### config.mk
export PLATFORM = sky130hd
export DESIGN_NAME = am_seq_mul8
export DESIGN_NICKNAME = d
export VERILOG_FILES = /design/src/rtl/mul_seq_pkg.sv /design/src/rtl/am_seq_mul8_am_design.sv /design/src/rtl/am_seq_mul8.sv
export SDC_FILE = /design/constraint.sdc
export NUM_CORES = 1
export LEC_CHECK = 0
export CORE_ASPECT_RATIO = 1.1
export CORE_UTILIZATION = 30
export CTS_CLUSTER_DIAMETER = 50
export CTS_CLUSTER_SIZE = 20
export DETAILED_ROUTE_END_ITERATION = 8
export GPL_TIMING_DRIVEN = 0
export PLACE_DENSITY = 0.56
export SYNTH_ARGS = -nofsm -noshare
export SYNTH_HDL_FRONTEND = slang
export SYNTH_HIERARCHICAL = 1
export SYNTH_SLANG_ARGS = --single-unit
### constraint.sdc
create_clock -name clk -period 9 [get_ports clk]
set_input_delay 1.8 -clock clk [delete_from_list [all_inputs] [get_ports clk]]
set_output_delay 1.8 -clock clk [all_outputs]
set_load 0.05 [all_outputs]
### src/rtl/mul_seq_pkg.sv
// rtl/mul_seq_pkg.sv - shared constants for the sequenced 8x8 multiplier
package mul_seq_pkg;

  // Controller state encoding
  localparam logic [1:0] ST_IDLE = 2'd0;
  localparam logic [1:0] ST_MUL  = 2'd1;
  localparam logic [1:0] ST_DONE = 2'd2;

  // Step counter covers the four nibble partial products
  localparam int unsigned STEP_W    = 2;
  localparam logic [STEP_W-1:0] STEP_LAST = 2'd3;

  // Left shift applied to each partial product before accumulation
  localparam logic [3:0] SHIFT_S0 = 4'd0;
  localparam logic [3:0] SHIFT_S1 = 4'd4;
  localparam logic [3:0] SHIFT_S2 = 4'd4;
  localparam logic [3:0] SHIFT_S3 = 4'd8;

  // Nibble selects, one bit per step (bit n = step n): 1 picks the high nibble
  localparam logic [3:0] SEL_A_HI = 4'b1010;
  localparam logic [3:0] SEL_B_HI = 4'b1100;

  // Shift amount for a given step
  function automatic logic [3:0] step_shift(input logic [STEP_W-1:0] step);
    logic [3:0] sh;
    case (step)
      2'd0:    sh = SHIFT_S0;
      2'd1:    sh = SHIFT_S1;
      2'd2:    sh = SHIFT_S2;
      default: sh = SHIFT_S3;
    endcase
    return sh;
  endfunction

  // Pick the low or high nibble of a byte operand
  function automatic logic [3:0] pick_nibble(input logic [7:0] byte_v, input logic hi);
    return hi ? byte_v[7:4] : byte_v[3:0];
  endfunction

endpackage

### src/rtl/am_seq_mul8_am_design.sv
// rtl/am_seq_mul8_am_design.sv - 4x4 unsigned combinational array multiplier
module AM_design
  import mul_seq_pkg::*;
(
  input  logic [3:0] a_i,
  input  logic [3:0] b_i,
  output logic [7:0] p_o
);

  logic [7:0] sum;
  logic [7:0] row;
  logic       carry;
  logic       nxt;

  // Each row is a_i gated by one bit of b_i, rippled into the running sum
  always_comb begin
    sum   = '0;
    row   = '0;
    carry = 1'b0;
    nxt   = 1'b0;
    for (int i = 0; i < 4; i++) begin
      row   = {4'b0000, a_i & {4{b_i[i]}}} << i;
      carry = 1'b0;
      for (int j = 0; j < 8; j++) begin
        nxt    = sum[j] ^ row[j] ^ carry;
        carry  = (sum[j] & row[j]) | (carry & (sum[j] ^ row[j]));
        sum[j] = nxt;
      end
    end
    p_o = sum;
  end

endmodule

### src/rtl/am_seq_mul8.sv
// rtl/am_seq_mul8.sv - sequenced 8x8 multiplier sharing one 4x4 array core
module am_seq_mul8
  import mul_seq_pkg::*;
(
  input  logic        clk,
  input  logic        rst,
  input  logic        in_valid,
  output logic        in_ready,
  input  logic [7:0]  a,
  input  logic [7:0]  b,
  output logic        out_valid,
  input  logic        out_ready,
  output logic [15:0] p,
  output logic        busy
);

  logic [1:0]        state_q, state_d;
  logic [STEP_W-1:0] step_q, step_d;
  logic [7:0]        a_q, a_d;
  logic [7:0]        b_q, b_d;
  logic [15:0]       acc_q, acc_d;

  logic [3:0]        core_a;
  logic [3:0]        core_b;
  logic [7:0]        core_p;
  logic [15:0]       core_term;

  // Route the nibble pair for the current step into the shared core
  always_comb begin
    core_a    = pick_nibble(a_q, SEL_A_HI[step_q]);
    core_b    = pick_nibble(b_q, SEL_B_HI[step_q]);
    core_term = {8'h00, core_p} << step_shift(step_q);
  end

  AM_design u_core (
    .a_i (core_a),
    .b_i (core_b),
    .p_o (core_p)
  );

  // Next-state: accept in IDLE, accumulate four steps, hold result until taken
  always_comb begin
    state_d = state_q;
    step_d  = step_q;
    a_d     = a_q;
    b_d     = b_q;
    acc_d   = acc_q;
    case (state_q)
      ST_IDLE: begin
        if (in_valid) begin
          a_d     = a;
          b_d     = b;
          acc_d   = '0;
          step_d  = '0;
          state_d = ST_MUL;
        end
      end
      ST_MUL: begin
        acc_d  = acc_q + core_term;
        step_d = step_q + 2'd1;
        if (step_q == STEP_LAST) begin
          state_d = ST_DONE;
        end
      end
      ST_DONE: begin
        if (out_ready) begin
          state_d = ST_IDLE;
        end
      end
      default: begin
        state_d = ST_IDLE;
      end
    endcase
  end

  // State registers; reset drops any in-flight product
  always_ff @(posedge clk) begin
    if (rst) begin
      state_q <= ST_IDLE;
      step_q  <= '0;
      a_q     <= '0;
      b_q     <= '0;
      acc_q   <= '0;
    end else begin
      state_q <= state_d;
      step_q  <= step_d;
      a_q     <= a_d;
      b_q     <= b_d;
      acc_q   <= acc_d;
    end
  end

  // Handshake outputs decode state only; p is the accumulator itself
  always_comb begin
    in_ready  = (state_q == ST_IDLE);
    out_valid = (state_q == ST_DONE);
    busy      = (state_q != ST_IDLE);
    p         = acc_q;
  end

endmodule

Word-level counts from Yosys, hierarchy flattened:

Cells that the tools add are included.

* $lt $le $gt $ge: 1
* add/subtract/negate cells: 2
* divide/modulo/power cells: 0
* bitwise logic cells: 52
* multiplexer cells: 15
* reductions and logical operators: 8
* equal/unequal tests: 8
* shift operators: 1
* multipliers: 0

Operator list (number)
* one-hot mux 16 bit (2 select lines): 1
* bitwise AND 1 bit: 20
* bitwise XOR 1 bit: 20
* adder 16 bit: 1
* bitwise AND 4 bit: 4
* 2-to-1 mux 16 bit: 1
* << shifter 8 x 4 -> 16 bit: 1
* 2-to-1 mux 2 bit: 4
* 2-to-1 mux 4 bit: 2
* OR 1 bit: 8
* one-hot mux 4 bit (2 select lines): 1
* equality test 2 bit, second input constant: 3
* one-hot mux 2 bit (3 select lines): 1
* binary-select mux 1 bit (select 2 bit): 2
* equality test 2 x 1 -> 1 bit, second input constant: 2
* zero test 2 bit: 2
* inequality test 2 bit, second input constant: 2
* one-hot mux 2 bit (2 select lines): 1
* AND reduction 2 bit: 2
* nonzero test 2 bit: 2
* less-than comparator 2 x 3 -> 1 bit, second input constant: 1
* AND reduction 3 bit: 1
* adder 2 x 1 -> 2 bit, second input constant: 1
* 2-to-1 mux 1 bit: 2
* 2 further kinds: 2

* output and inout port bits: 19
* latch bits: 0
* memory bits (writable): 0
* logic and storage cells: 92
* input port bits: 20
* bits in read-only memories: 0
* bits in registers: 36
* memories kept: 0

Logic depth before layout (Yosys ltp):

Gate-level depths: netlist of the first run.

* depth after elaboration: 22
* mapped depth: 23
* depth with buffers taken out: 22

Hierarchy:

Netlist of the first run, hierarchy kept.

By module, submodules not included
* am_seq_mul8: area each 2383.5 um2, cells each 291, seq. area each 720.7 um2, times used 1
* AM_design: area each 345.3 um2, cells each 41, seq. area each 0.0 um2, times used 1

Worst setup path after synthesis of the first run:

Ideal clock, no wire load.

* path type: register -> register
* start point: reg step_q[0]
* end point: reg acc_q[9], in the netlist p[9]
* path buffers: 0
* clock period less this slack: 5.652 ns
* setup time: 0.117 ns
* stages on the path, launching flop included: 23
* arrival time: 5.535 ns
* path slack: 3.348 ns
* required time: 8.883 ns
* cell sequence: dfxtp_1 mux2_2 and2_1 ha_1 inv_1 fa_1 fa_1 inv_1 fa_1 fa_1 fa_1 inv_1 fa_1 fa_1 inv_1 mux2i_1 nor2_1 ha_1 a21o_1 a221oi_1 o31ai_1 xor2_1 a22o_1

* elaborated cells on any way between the ends: 66

RTL lines
* from (decl): line am_seq_mul8.sv:18 `logic [STEP_W-1:0] step_q, step_d;`
* from (signal assigned): line am_seq_mul8.sv:86 `step_q <= step_d;`
* binary-select mux 1 bit (select 2 bit) *: line am_seq_mul8.sv:30 `core_a = pick_nibble(a_q, SEL_A_HI[step_q]);`
* 2-to-1 mux 1 bit (not written as such) *: line am_seq_mul8.sv:30
* 2-to-1 mux 4 bit *: line mul_seq_pkg.sv:37 `return hi ? byte_v[7:4] : byte_v[3:0];`
* via core_a[1]: line am_seq_mul8.sv:23 `logic [3:0] core_a;`
* bitwise AND 4 bit: line am_seq_mul8_am_design.sv:22 `row = {4'b0000, a_i & {4{b_i[i]}}} << i;`
* bitwise AND 1 bit / bitwise XOR 1 bit (equally long branches): line am_seq_mul8_am_design.sv:26, am_seq_mul8_am_design.sv:25
* bitwise AND 1 bit: line am_seq_mul8_am_design.sv:26 `carry = (sum[j] & row[j]) | (carry & (sum[j] ^ row[j]));`
* OR 1 bit: line am_seq_mul8_am_design.sv:26
* [... 7 more ...]
* OR 1 bit / bitwise XOR 1 bit (equally long branches): line am_seq_mul8_am_design.sv:26
* bitwise AND 1 bit: line am_seq_mul8_am_design.sv:26
* OR 1 bit: line am_seq_mul8_am_design.sv:26
* bitwise XOR 1 bit *: line am_seq_mul8_am_design.sv:25 `nxt = sum[j] ^ row[j] ^ carry;`
* via core_p[6]: line am_seq_mul8.sv:25 `logic [7:0] core_p;`
* << shifter 8 x 4 -> 16 bit *: line am_seq_mul8.sv:32 `core_term = {8'h00, core_p} << step_shift(step_q);`
* adder 16 bit *: line am_seq_mul8.sv:59 `acc_d = acc_q + core_term;`
* one-hot mux 16 bit (2 select lines) *: line am_seq_mul8.sv:48 `case (state_q)`
* to (signal assigned): line am_seq_mul8.sv:83 `acc_q <= '0;`
* to (signal assigned): line am_seq_mul8.sv:89 `acc_q <= acc_d;`
* to (decl): line am_seq_mul8.sv:21 `logic [15:0] acc_q, acc_d;`

The timed path passes the listed nets; every way through them passes the cells marked *. The select of a mux whose other input is x is not followed.
A chain may end at the register's enable or synchronous reset.

Final worst setup path of the first run:

* start point: reg step_q[0]
* end point: reg acc_q[14], in the netlist p[14]

* elaborated cells on any way between the ends: 66

RTL lines (line)
* binary-select mux 1 bit (select 2 bit) *: am_seq_mul8.sv:30
* 2-to-1 mux 1 bit (not written as such) *: am_seq_mul8.sv:30
* 2-to-1 mux 4 bit *: mul_seq_pkg.sv:37
* via core_a[0]: am_seq_mul8.sv:23
* bitwise AND 4 bit: am_seq_mul8_am_design.sv:22
* bitwise AND 1 bit (2 in a row): am_seq_mul8_am_design.sv:26
* OR 1 bit: am_seq_mul8_am_design.sv:26
* bitwise AND 1 bit / bitwise XOR 1 bit (equally long branches): am_seq_mul8_am_design.sv:26, am_seq_mul8_am_design.sv:25
* [... 6 more ...]
* OR 1 bit / bitwise XOR 1 bit (equally long branches): am_seq_mul8_am_design.sv:26
* bitwise AND 1 bit: am_seq_mul8_am_design.sv:26
* OR 1 bit: am_seq_mul8_am_design.sv:26
* bitwise XOR 1 bit *: am_seq_mul8_am_design.sv:25
* via core_p[6]: am_seq_mul8.sv:25
* << shifter 8 x 4 -> 16 bit *: am_seq_mul8.sv:32
* adder 16 bit *: am_seq_mul8.sv:59
* one-hot mux 16 bit (2 select lines) *: am_seq_mul8.sv:48

Marked as above.

==> impl_metrics.env, run 1 <==
export IMPL_cp_arrival_ns=6.39
export IMPL_synthesis_nets=382
export IMPL_skew_ns=0.0137
export IMPL_finalHoldViolations=0
export IMPL_synthTopCellsByArea="dfxtp_1 (26%), ha_1 (9.6%), nand2_1 (7.4%), fa_1 (6.6%), a21oi_1 (5.7%)"
export IMPL_antennaDiodeCount=0
export IMPL_vias=2416
export IMPL_layout_drive_gt1_share=0.0899
export IMPL_cts_tree="built"
export IMPL_h_tree_depth=2
export IMPL_min_from="a_q[0]"
export IMPL_cp_end_kind="flop"
export IMPL_critPathMaxStageDelay_ns=0.53
export IMPL_critPathLaunch="step_q[0]"
export IMPL_internal_power_uw=244
export IMPL_wl_per_cell_um=13.4
export IMPL_p_per_area_nw_per_um2=104
export IMPL_die_area_um2=9480
export IMPL_drtIter0Drc=87
export IMPL_reg2reg_from="step_q[0]"
export IMPL_maxCapViolations=0
export IMPL_fmax_ghz=0.162
export IMPL_cts_repair_resize_count=0
export IMPL_pwr_share_clk=0.356
export IMPL_hold_path_class="reg -> reg"
export IMPL_synth_seq_area_share=0.264
export IMPL_r2r_slack_ns=2.82
export IMPL_cts_hold_buf=0
export IMPL_grt_overflow=0
export IMPL_io_pins=39
export IMPL_hold_end="a_q[0]"
export IMPL_synth_cell_types=52
export IMPL_synthArstFlopShare=0
export IMPL_r2r_end="p[14]"
export IMPL_clk_path_buf_depth=2
export IMPL_grt_pass1_vias=2436
export IMPL_synth_edf_count=0
export IMPL_netlist_area_um2=2730
export IMPL_drc=0
export IMPL_worst_path_max_fanout=7
export IMPL_nNetsFinal=427
export IMPL_path_delay_family="adder cells"
export IMPL_swShare=0.302
export IMPL_via_per_inst=4.91
export IMPL_post_synth_top_count_cell="nand2_1"
export IMPL_rr_worst_depth=21
export IMPL_power_frac_comb=0.160
export IMPL_drt_total_wl_um=6600
export IMPL_wl_met1_um=3030
export IMPL_grt_usage=0.152
export IMPL_fin_area_um2=3340
export IMPL_antenna_found_initial=0
export IMPL_cts_root_buf="clkbuf_8"
export IMPL_met3_length_um=263
export IMPL_cpMostUsedCell="fa_1"
export IMPL_hpwl_um=5150
export IMPL_yosysWarnings=6
export IMPL_outcome="finished, final reports clean"
export IMPL_place_congestion=0.868
export IMPL_wl_met2_um=3190
export IMPL_finalMaxSlewViolations=0
export IMPL_top_layer_used="met4"
export IMPL_fp_dieW_um=92.9
export IMPL_postCtsSetupRepairBufs=0
export IMPL_synth_main_ff_cell="dfxtp_1"
export IMPL_synth_top_area_frac=0.264
export IMPL_path_cells="mux2_2 -> and2_1 -> ha_1 -> inv_1 -> fa_1 -> fa_1 -> inv_1 -> fa_1 -> fa_1 -> fa_1 -> inv_1 -> fa_1 -> fa_1 -> inv_1 -> mux2i_1 -> nor2_1 -> ha_1 -> o211ai_1 -> a2111oi_2 -> o21ai_0 -> a32o_1"
export IMPL_clock_latency_ns=0.31
export IMPL_rows=36
export IMPL_synth_cells=332
export IMPL_setup_tns_ns=0
export IMPL_slew_headroom=0.529
export IMPL_post_dp_cell_area_um2=3250
export IMPL_clkSlewWorstSetupHoldPaths_ns=0.09
export IMPL_crit_path_start_kind="flop"
export IMPL_crit_slowest_cell="dfxtp_1"
export IMPL_period_needed_ns=6.18
export IMPL_setup_viol=0
export IMPL_ant_nets=0
export IMPL_holdPathStages=2
export IMPL_ys_seq_elements=36
export IMPL_core_area_um2=8830
export IMPL_critPathKind="reg -> reg"
export IMPL_ir_drop_mv=0.0480
export IMPL_clock_sinks=36
export IMPL_grt_setup_unrepaired="no"
export IMPL_tightest_slew_ns=0.703
export IMPL_worstPathRequired_ns=9.21
export IMPL_min_period_over_period=0.687
export IMPL_areaGrowthSynthToFinish_pct=22.6
export IMPL_grt_max_degree=14
export IMPL_start_util=0.309
export IMPL_portBuffers=38
export IMPL_cts_buffers=5
export IMPL_critPathBufInv=4
export IMPL_nFillCells=970
export IMPL_p_sw_uw=105
export IMPL_synth_common_cells="nand2_1 (54), dfxtp_1 (36), a21oi_1 (31), inv_1 (22), ha_1 (21)"
export IMPL_leakage_uw=0.00141
export IMPL_firstDrtPassIters=4
export IMPL_grt_pass1_wl_um=11300
export IMPL_avgSynthCellArea_um2=8.22
export IMPL_yosysTopAreaCell="dfxtp_1"
export IMPL_die_y_um=102
export IMPL_pwr_share_seq=0.484
-- stage by stage --
| stage | std cells | hold WS, ns | total power [uW] | worst slack (ns) | utilization |
|---|---|---|---|---|---|
| 3_5_place_dp | 484 | 0.445 | 229 | 2.77 | 0.368 |
| 4_1_cts | 492 | 0.456 | 354 | 2.76 | 0.379 |
| 2_1_floorplan | 332 | 0.433 | 208 | 3.35 | - |
| 5_1_grt | 492 | 0.471 | 369 | 2.44 | 0.379 |
| 3_3_place_gp | 484 | 0.440 | 228 | 2.78 | 0.368 |
| 6_report | 492 | 0.454 | 349 | 2.82 | 0.379 |
-- logic make-up after synthesis --
family	share of synthesized area
AO/OA/AOI/OAI	0.246
XOR/XNOR	0.0161
adder cells (fa/ha/maj)	0.162
buffers and inverters	0.0518
flip-flops	0.264
multiplexers	0.0550
AND/OR/NAND/NOR	0.205
-- per-layer routing --
layer | GRT usage | vias up
met5 | 0 | -
met2 | 0.255 | 54
li1 | - | 1258
met4 | 0.0615 | 0
met3 | 0.0275 | 12
met1 | 0.193 | 1092
-- worst max-delay path by stage --
| stage | end | depth (start not counted) |
|---|---|---|
| finish | p[14] | 21 |
| floorplan | p[9] | 22 |
| global placement | p[14] | 21 |
| CTS | p[14] | 21 |
| global route | p[15] | 22 |
| detailed placement | p[14] | 21 |
-- worst min-delay path, cell delays in order, from the launching register on --
cell	delay (ns)
dfxtp_1	0.31
nand2_1	0.05
a21oi_1	0.05
-- cell type report --
class                      instances  area [um2]  area share
clock buffer                       5        68.8      0.0206
timing repair buffer              38         380       0.114
tap                              114         143      0.0426
buffer                            13        58.8      0.0176
inverter                          22        82.6      0.0247
multi-input combinational        261        1870       0.558
clock inverter                     3        23.8     0.00711
sequential                        36         721       0.215
-- flip-flops by register name, indices dropped and copies added, names as in the netlist --
signal	cells
p	16
a_q	8
b_q	8
state_q	2
step_q	2
-- power by group through the flow --
stage / sequential [uW] / clock, uW / combinational [uW]
2_1_floorplan: 173 / 0 / 34.8
6_report: 169 / 124 / 55.8
3_3_place_gp: 173 / 0 / 55.6
5_1_grt: 170 / 137 / 62.4
3_5_place_dp: 173 / 0 / 56.1
4_1_cts: 169 / 129 / 56.3
-- layout by cell type (no fill, tap or decap), types with 7 or more instances in the layout --
| cell type | count |
|---|---|
| a22oi_1 | 7 |
| inv_1 | 22 |
| dfxtp_1 | 36 |
| fa_1 | 9 |
| nor2_1 | 19 |
| nor2b_1 | 9 |
| nand2_1 | 54 |
| mux2_2 | 8 |
| and2_1 | 15 |
| clkdlybuf4s50_1 | 38 |
| o21ai_0 | 9 |
| ha_1 | 21 |
| a21oi_1 | 31 |
No activity file was read; power rests on OpenSTA's default activity.
==> run 2, diff against run 1 <==
--- a/config.mk
+++ b/config.mk
@@ -11,7 +11,7 @@
 export CTS_CLUSTER_SIZE = 20
 export DETAILED_ROUTE_END_ITERATION = 8
 export GPL_TIMING_DRIVEN = 0
-export PLACE_DENSITY = 0.56
+export PLACE_DENSITY = 0.58
 export SYNTH_ARGS = -nofsm -noshare
 export SYNTH_HDL_FRONTEND = slang
 export SYNTH_HIERARCHICAL = 1
==> constraint.sdc (replaced) <==
create_clock -name clk -period 4.97 [get_ports clk]
set_input_delay 0.994 -clock clk [delete_from_list [all_inputs] [get_ports clk]]
set_output_delay 0.994 -clock clk [all_outputs]
set_load 0.05 [all_outputs]
==> run 2 against run 1 <==
  * Global-route usage grew 0.99 points
  * Worst hold slack gained 0.0017 ns
  * Cell area grew 13%
  * Die area is the same
  * Flip-flop and latch count is the same
  * The flow now finishes with violations (negative setup slack)
  * First-iteration DRC count shrank 4.6%
  * Critical path type unchanged
  * Register-to-register slack lost 3.4 ns
  * Critical endpoint is now p[9]
==> impl_metrics.env, run 2 (synthesis gave the netlist of run 1 again) <==
export IMPL_hold_end="b_q[3]"
export IMPL_place_congestion=0.858
export IMPL_top_usage_layer="met2"
export IMPL_core_area_um2=8830
export IMPL_holdPathStages=2
export IMPL_grt_overflow=0
export IMPL_antennaDiodeCount=0
export IMPL_finalHoldViolations=0
export IMPL_wl_per_cell_um=14.7
export IMPL_cts_root_buf="clkbuf_8"
export IMPL_hold_path_class="reg -> reg"
export IMPL_ant_nets=0
export IMPL_io_pins=39
export IMPL_final_common_cell="nand2_1"
export IMPL_rows=36
export IMPL_vias=2575
export IMPL_start_util=0.309
export IMPL_layout_drive_gt1_share=0.238
export IMPL_gr_usage_met1=0.190
export IMPL_p_total_uw=652
export IMPL_grt_max_degree=13
export IMPL_fmax_ghz=0.181
export IMPL_worstPathRequired_ns=5.16
export IMPL_grt_pass1_vias=2593
export IMPL_clkSlewWorstSetupHoldPaths_ns=0.08
export IMPL_grt_setup_unrepaired="yes"
export IMPL_reg2reg_from="step_q[1]"
export IMPL_slew_headroom=0.511
export IMPL_largest_register_ffs=16
export IMPL_r2r_end="p[9]"
export IMPL_outcome="finished with violations"
export IMPL_finalWorstSetupSlack_ns=-0.558
export IMPL_grt_usage=0.162
export IMPL_whs_ns=0.456
export IMPL_grt_pass1_wl_um=12100
export IMPL_h_tree_depth=2
export IMPL_failed_checks="negative setup slack"
export IMPL_clock_sinks=36
export IMPL_critPathKind="reg -> reg"
export IMPL_cp_end_kind="flop"
export IMPL_p_per_area_nw_per_um2=172
export IMPL_cpMostUsedCell="fa_2"
export IMPL_leakage_uw=0.00158
export IMPL_antenna_found_initial=0
export IMPL_r2r_slack_ns=-0.56
export IMPL_grtUsageMet3=0.0313
export IMPL_setup_viol=10
export IMPL_drtIter0Drc=83
export IMPL_cts_buffers=5
export IMPL_path_cells="mux2_4 -> and2_4 -> ha_4 -> inv_2 -> fa_2 -> fa_1 -> inv_1 -> fa_2 -> fa_2 -> inv_2 -> fa_2 -> fa_2 -> fa_1 -> inv_2 -> mux2i_2 -> nor2_2 -> ha_4 -> buf_6 -> a21o_4 -> a221oi_4 -> o31ai_2 -> xor2_1 -> a22o_1"
export IMPL_cp_arrival_ns=5.71
export IMPL_final_cell_mix="nand2_1 (52), clkdlybuf4s50_1 (38), dfxtp_1 (34)"
export IMPL_fp_dieW_um=92.9
export IMPL_clock_latency_ns=0.29
export IMPL_min_from="b_q[3]"
export IMPL_rr_worst_depth=23
export IMPL_period_needed_ns=5.53
export IMPL_portBuffers=38
export IMPL_hpwl_um=5370
export IMPL_ir_drop_mv=0.103
export IMPL_crit_slowest_cell="fa_2"
export IMPL_die_area_um2=9480
export IMPL_worst_path_max_fanout=6
export IMPL_maxCapViolations=0
export IMPL_tightest_slew_ns=0.730
export IMPL_skew_ns=0.00430
export IMPL_crit_path_start_kind="flop"
export IMPL_via_per_inst=5.01
export IMPL_firstDrtPassIters=4
export IMPL_nFillCells=938
export IMPL_drt_total_wl_um=7530
export IMPL_drc=0
export IMPL_use_met2=0.298
export IMPL_clk_path_buf_depth=2
export IMPL_nNetsFinal=449
export IMPL_die_y_um=102
export IMPL_critPathMaxStageDelay_ns=0.53
export IMPL_areaGrowthSynthToFinish_pct=38.7
export IMPL_min_period_over_period=1.11
export IMPL_cts_tree="built"
export IMPL_finalMaxSlewViolations=0
-- run 2: how the worst max path moves through the flow --
stage | end | start | slack, ns | cells after the start
2_1_floorplan | p[15] | step_q[1] | -0.40 | 22
3_3_place_gp | p[15] | step_q[0] | -0.68 | 22
3_5_place_dp | p[15] | step_q[0] | -0.73 | 22
4_1_cts | p[14] | step_q[1] | -0.58 | 23
5_1_grt | p[9] | step_q[1] | -0.72 | 22
6_report | p[9] | step_q[1] | -0.56 | 23
-- run 2: final cells by class --
type / instances / area (um2) / share of cell area
Buffer: 13 / 65.1 / 0.0172
Clock buffer: 6 / 82.6 / 0.0218
Clock inverter: 2 / 13.8 / 0.00364
Inverter: 22 / 82.6 / 0.0218
Multi-Input combinational cell: 261 / 2110 / 0.556
Sequential cell: 36 / 728 / 0.192
Tap cell: 114 / 143 / 0.0377
Timing Repair Buffer: 60 / 564 / 0.149
-- run 2: metrics by stage --
stage               cell area (um2)   util  TNS, ns  instances  setup WS (ns)
floorplan                      2810      -    -2.27        332         -0.400
global placement               3330  0.377    -5.16        484         -0.683
detailed placement             3330  0.377    -5.61        484         -0.732
CTS                            3630  0.411    -4.62        508         -0.577
global route                   3780  0.429    -6.48        514         -0.719
finish                         3780  0.429    -4.82        514         -0.558
-- run 2: repair_timing --
action                                  4_1_cts  5_1_grt
endpoints found under the setup margin       10       11
buffers inserted                             16        6
hold buffers                                  0        0
pin swaps                                    23       14
gates cloned                                  0        0
resized for setup                            20       23
-- run 2: per-layer routing --
metal,share of wire,vias up
li1,-,1298
met1,0.43,1206
met2,0.52,67
met3,0.042,4
met4,0.0068,0
met5,0,-
-- run 2: power breakdown --
group | internal (uW) | switching (uW) | total, uW
logic | 52.6 | 63.7 | 116
registers | 298 | 7.14 | 305
clock network | 113 | 118 | 230
-- run 2: worst max-delay path, delay by kind of cell (launching register included) --
family	cells	cell delay, ns
muxes	2	0.41
AOI/OAI and AO/OA	4	0.76
buffers and inverters	5	0.29
DFF	1	0.37
adders and majority gates	9	3.21
xor gates and xnor gates	1	0.15
and+or+nand+nor	2	0.23
==> run 3, diff against run 2 <==
--- a/config.mk
+++ b/config.mk
@@ -12,7 +12,9 @@
 export DETAILED_ROUTE_END_ITERATION = 8
 export GPL_TIMING_DRIVEN = 0
 export PLACE_DENSITY = 0.58
+export SLEW_MARGIN = 40
 export SYNTH_ARGS = -nofsm -noshare
 export SYNTH_HDL_FRONTEND = slang
 export SYNTH_HIERARCHICAL = 1
 export SYNTH_SLANG_ARGS = --single-unit
+export TNS_END_PERCENT = 30
==> run 3 against run 2 <==
  * The flow still finishes with violations (negative setup slack)
  * Largest cell class unchanged
  * Via count is 4.7% lower
  * Sequential share of layout area up 0.51 points
  * Critical endpoint unchanged
  * Largest power group unchanged
  * Die area is the same
==> impl_metrics.env, run 3 (synthesis gave the netlist of run 1 again) <==
export IMPL_outcome="finished with violations"
export IMPL_failed_checks="negative setup slack"
export IMPL_worst_path_max_fanout=6
export IMPL_slew_headroom=0.526
export IMPL_drt_total_wl_um=7060
export IMPL_finalHoldViolations=0
export IMPL_ant_nets=0
export IMPL_core_area_um2=8830
export IMPL_cts_root_buf="clkbuf_8"
export IMPL_cp_end_kind="flop"
export IMPL_finalWorstSetupSlack_ns=-0.584
export IMPL_p_per_area_nw_per_um2=176
export IMPL_final_common_cell="nand2_1"
export IMPL_grt_max_degree=12
export IMPL_hpwl_um=5270
export IMPL_fin_area_um2=3690
export IMPL_setup_viol=10
export IMPL_final_cell_mix="nand2_1 (52), clkdlybuf4s50_1 (38), dfxtp_1 (34)"
export IMPL_rows=36
export IMPL_antenna_found_initial=0
export IMPL_h_tree_depth=2
export IMPL_worstPathRequired_ns=5.17
export IMPL_vias=2454
export IMPL_io_pins=39
export IMPL_cp_arrival_ns=5.75
export IMPL_firstDrtPassIters=4
export IMPL_clkSlewWorstSetupHoldPaths_ns=0.08
export IMPL_layout_drive_gt1_share=0.226
export IMPL_r2r_slack_ns=-0.58
export IMPL_fp_dieW_um=92.9
export IMPL_p_total_uw=648
export IMPL_leakage_uw=0.00149
export IMPL_grt_usage=0.157
export IMPL_grt_overflow=0
export IMPL_grt_setup_unrepaired="yes"
export IMPL_hold_path_class="reg -> reg"
export IMPL_crit_path_start_kind="flop"
export IMPL_die_y_um=102
export IMPL_cts_buffers=5
export IMPL_clock_sinks=36
export IMPL_nNetsFinal=443
export IMPL_via_per_inst=4.83
export IMPL_skew_ns=0.00837
export IMPL_wl_per_cell_um=13.9
export IMPL_fmax_ghz=0.180
export IMPL_period_needed_ns=5.55
export IMPL_portBuffers=38
export IMPL_ir_drop_mv=0.130
export IMPL_areaGrowthSynthToFinish_pct=35.1
export IMPL_grt_pass1_vias=2468
export IMPL_min_period_over_period=1.12
export IMPL_critPathKind="reg -> reg"
export IMPL_finalMaxSlewViolations=0
export IMPL_grt_pass1_wl_um=11700
export IMPL_die_area_um2=9480
export IMPL_largest_register_ffs=16
export IMPL_start_util=0.309
export IMPL_maxCapViolations=0
export IMPL_cts_tree="built"
export IMPL_drc=0
export IMPL_tightest_slew_ns=0.708
export IMPL_clock_latency_ns=0.30
export IMPL_drtIter0Drc=82
export IMPL_post_dp_cell_area_um2=3300
export IMPL_clk_path_buf_depth=2
export IMPL_antennaDiodeCount=0
export IMPL_place_congestion=0.846
## run 3: power by group
| group | switching, uW | leakage (uW) | total [uW] | internal [uW] |
|---|---|---|---|---|
| Sequential | 6.83 | 0.000294 | 305 | 298 |
| Combinational | 61.1 | 0.00115 | 112 | 51.2 |
| Clock | 118 | 0.0000488 | 231 | 113 |
## run 3: worst max-delay path, stage by stage, from the launching register on
cell	delay, ns
dfxtp_4	0.37
mux2_4	0.21
and2_4	0.15
ha_4	0.13
inv_2	0.03
fa_2	0.33
fa_1	0.50
inv_2	0.04
fa_2	0.34
fa_2	0.53
inv_2	0.04
fa_2	0.34
fa_2	0.37
fa_2	0.53
inv_2	0.04
mux2i_2	0.19
nor2_2	0.08
ha_4	0.19
buf_6	0.12
a21o_4	0.21
a221oi_4	0.24
o31ai_2	0.12
xor2_1	0.15
a22o_1	0.20
## run 3: worst paths after layout
path,startpoint,endpoint,cells after the start
hold / removal,b_q[4],b_q[4],2
setup / recovery,step_q[0],p[9],23
hold reg to reg,b_q[4],b_q[4],2
setup reg to reg,step_q[0],p[9],23
## run 3: layout make-up
| class | count | area [um2] |
|---|---|---|
| plain buffers | 13 | 65.1 |
| clock buffers | 7 | 86.3 |
| clock inverters | 1 | 6.26 |
| fillers | 930 | 5140 |
| inverters | 22 | 82.6 |
| multi-input cells | 261 | 2070 |
| flip-flops and latches | 36 | 728 |
| well taps | 114 | 143 |
| repair buffers | 54 | 504 |
## run 3: routing by layer
metal,vias up,track usage,part of all wire
li1,1290,-,-
met1,1112,0.186,0.47
met2,44,0.282,0.48
met3,8,0.0283,0.033
met4,0,0.0580,0.014
met5,-,0,0
## run 3: repair_timing
action | CTS | global route
hold buffers | 0 | 0
hold endpoints to repair | 0 | 0
setup buffers | 14 | 2
endpoints found under the setup margin | 10 | 10
pin swaps | 16 | 13
resized for setup | 23 | 24
## run 3: through the flow
| stage | TNS (ns) | worst slack, ns | instances | hold slack (ns) | utilization |
|---|---|---|---|---|---|
| 4_1_cts | -5.11 | -0.601 | 506 | 0.457 | 0.405 |
| 5_1_grt | -6.69 | -0.767 | 508 | 0.472 | 0.418 |
| 6_report | -4.97 | -0.584 | 508 | 0.457 | 0.418 |
| 3_3_place_gp | -5.70 | -0.738 | 484 | 0.442 | 0.373 |
| 2_1_floorplan | -2.48 | -0.401 | 332 | 0.433 | - |
| 3_5_place_dp | -6.53 | -0.802 | 484 | 0.447 | 0.373 |
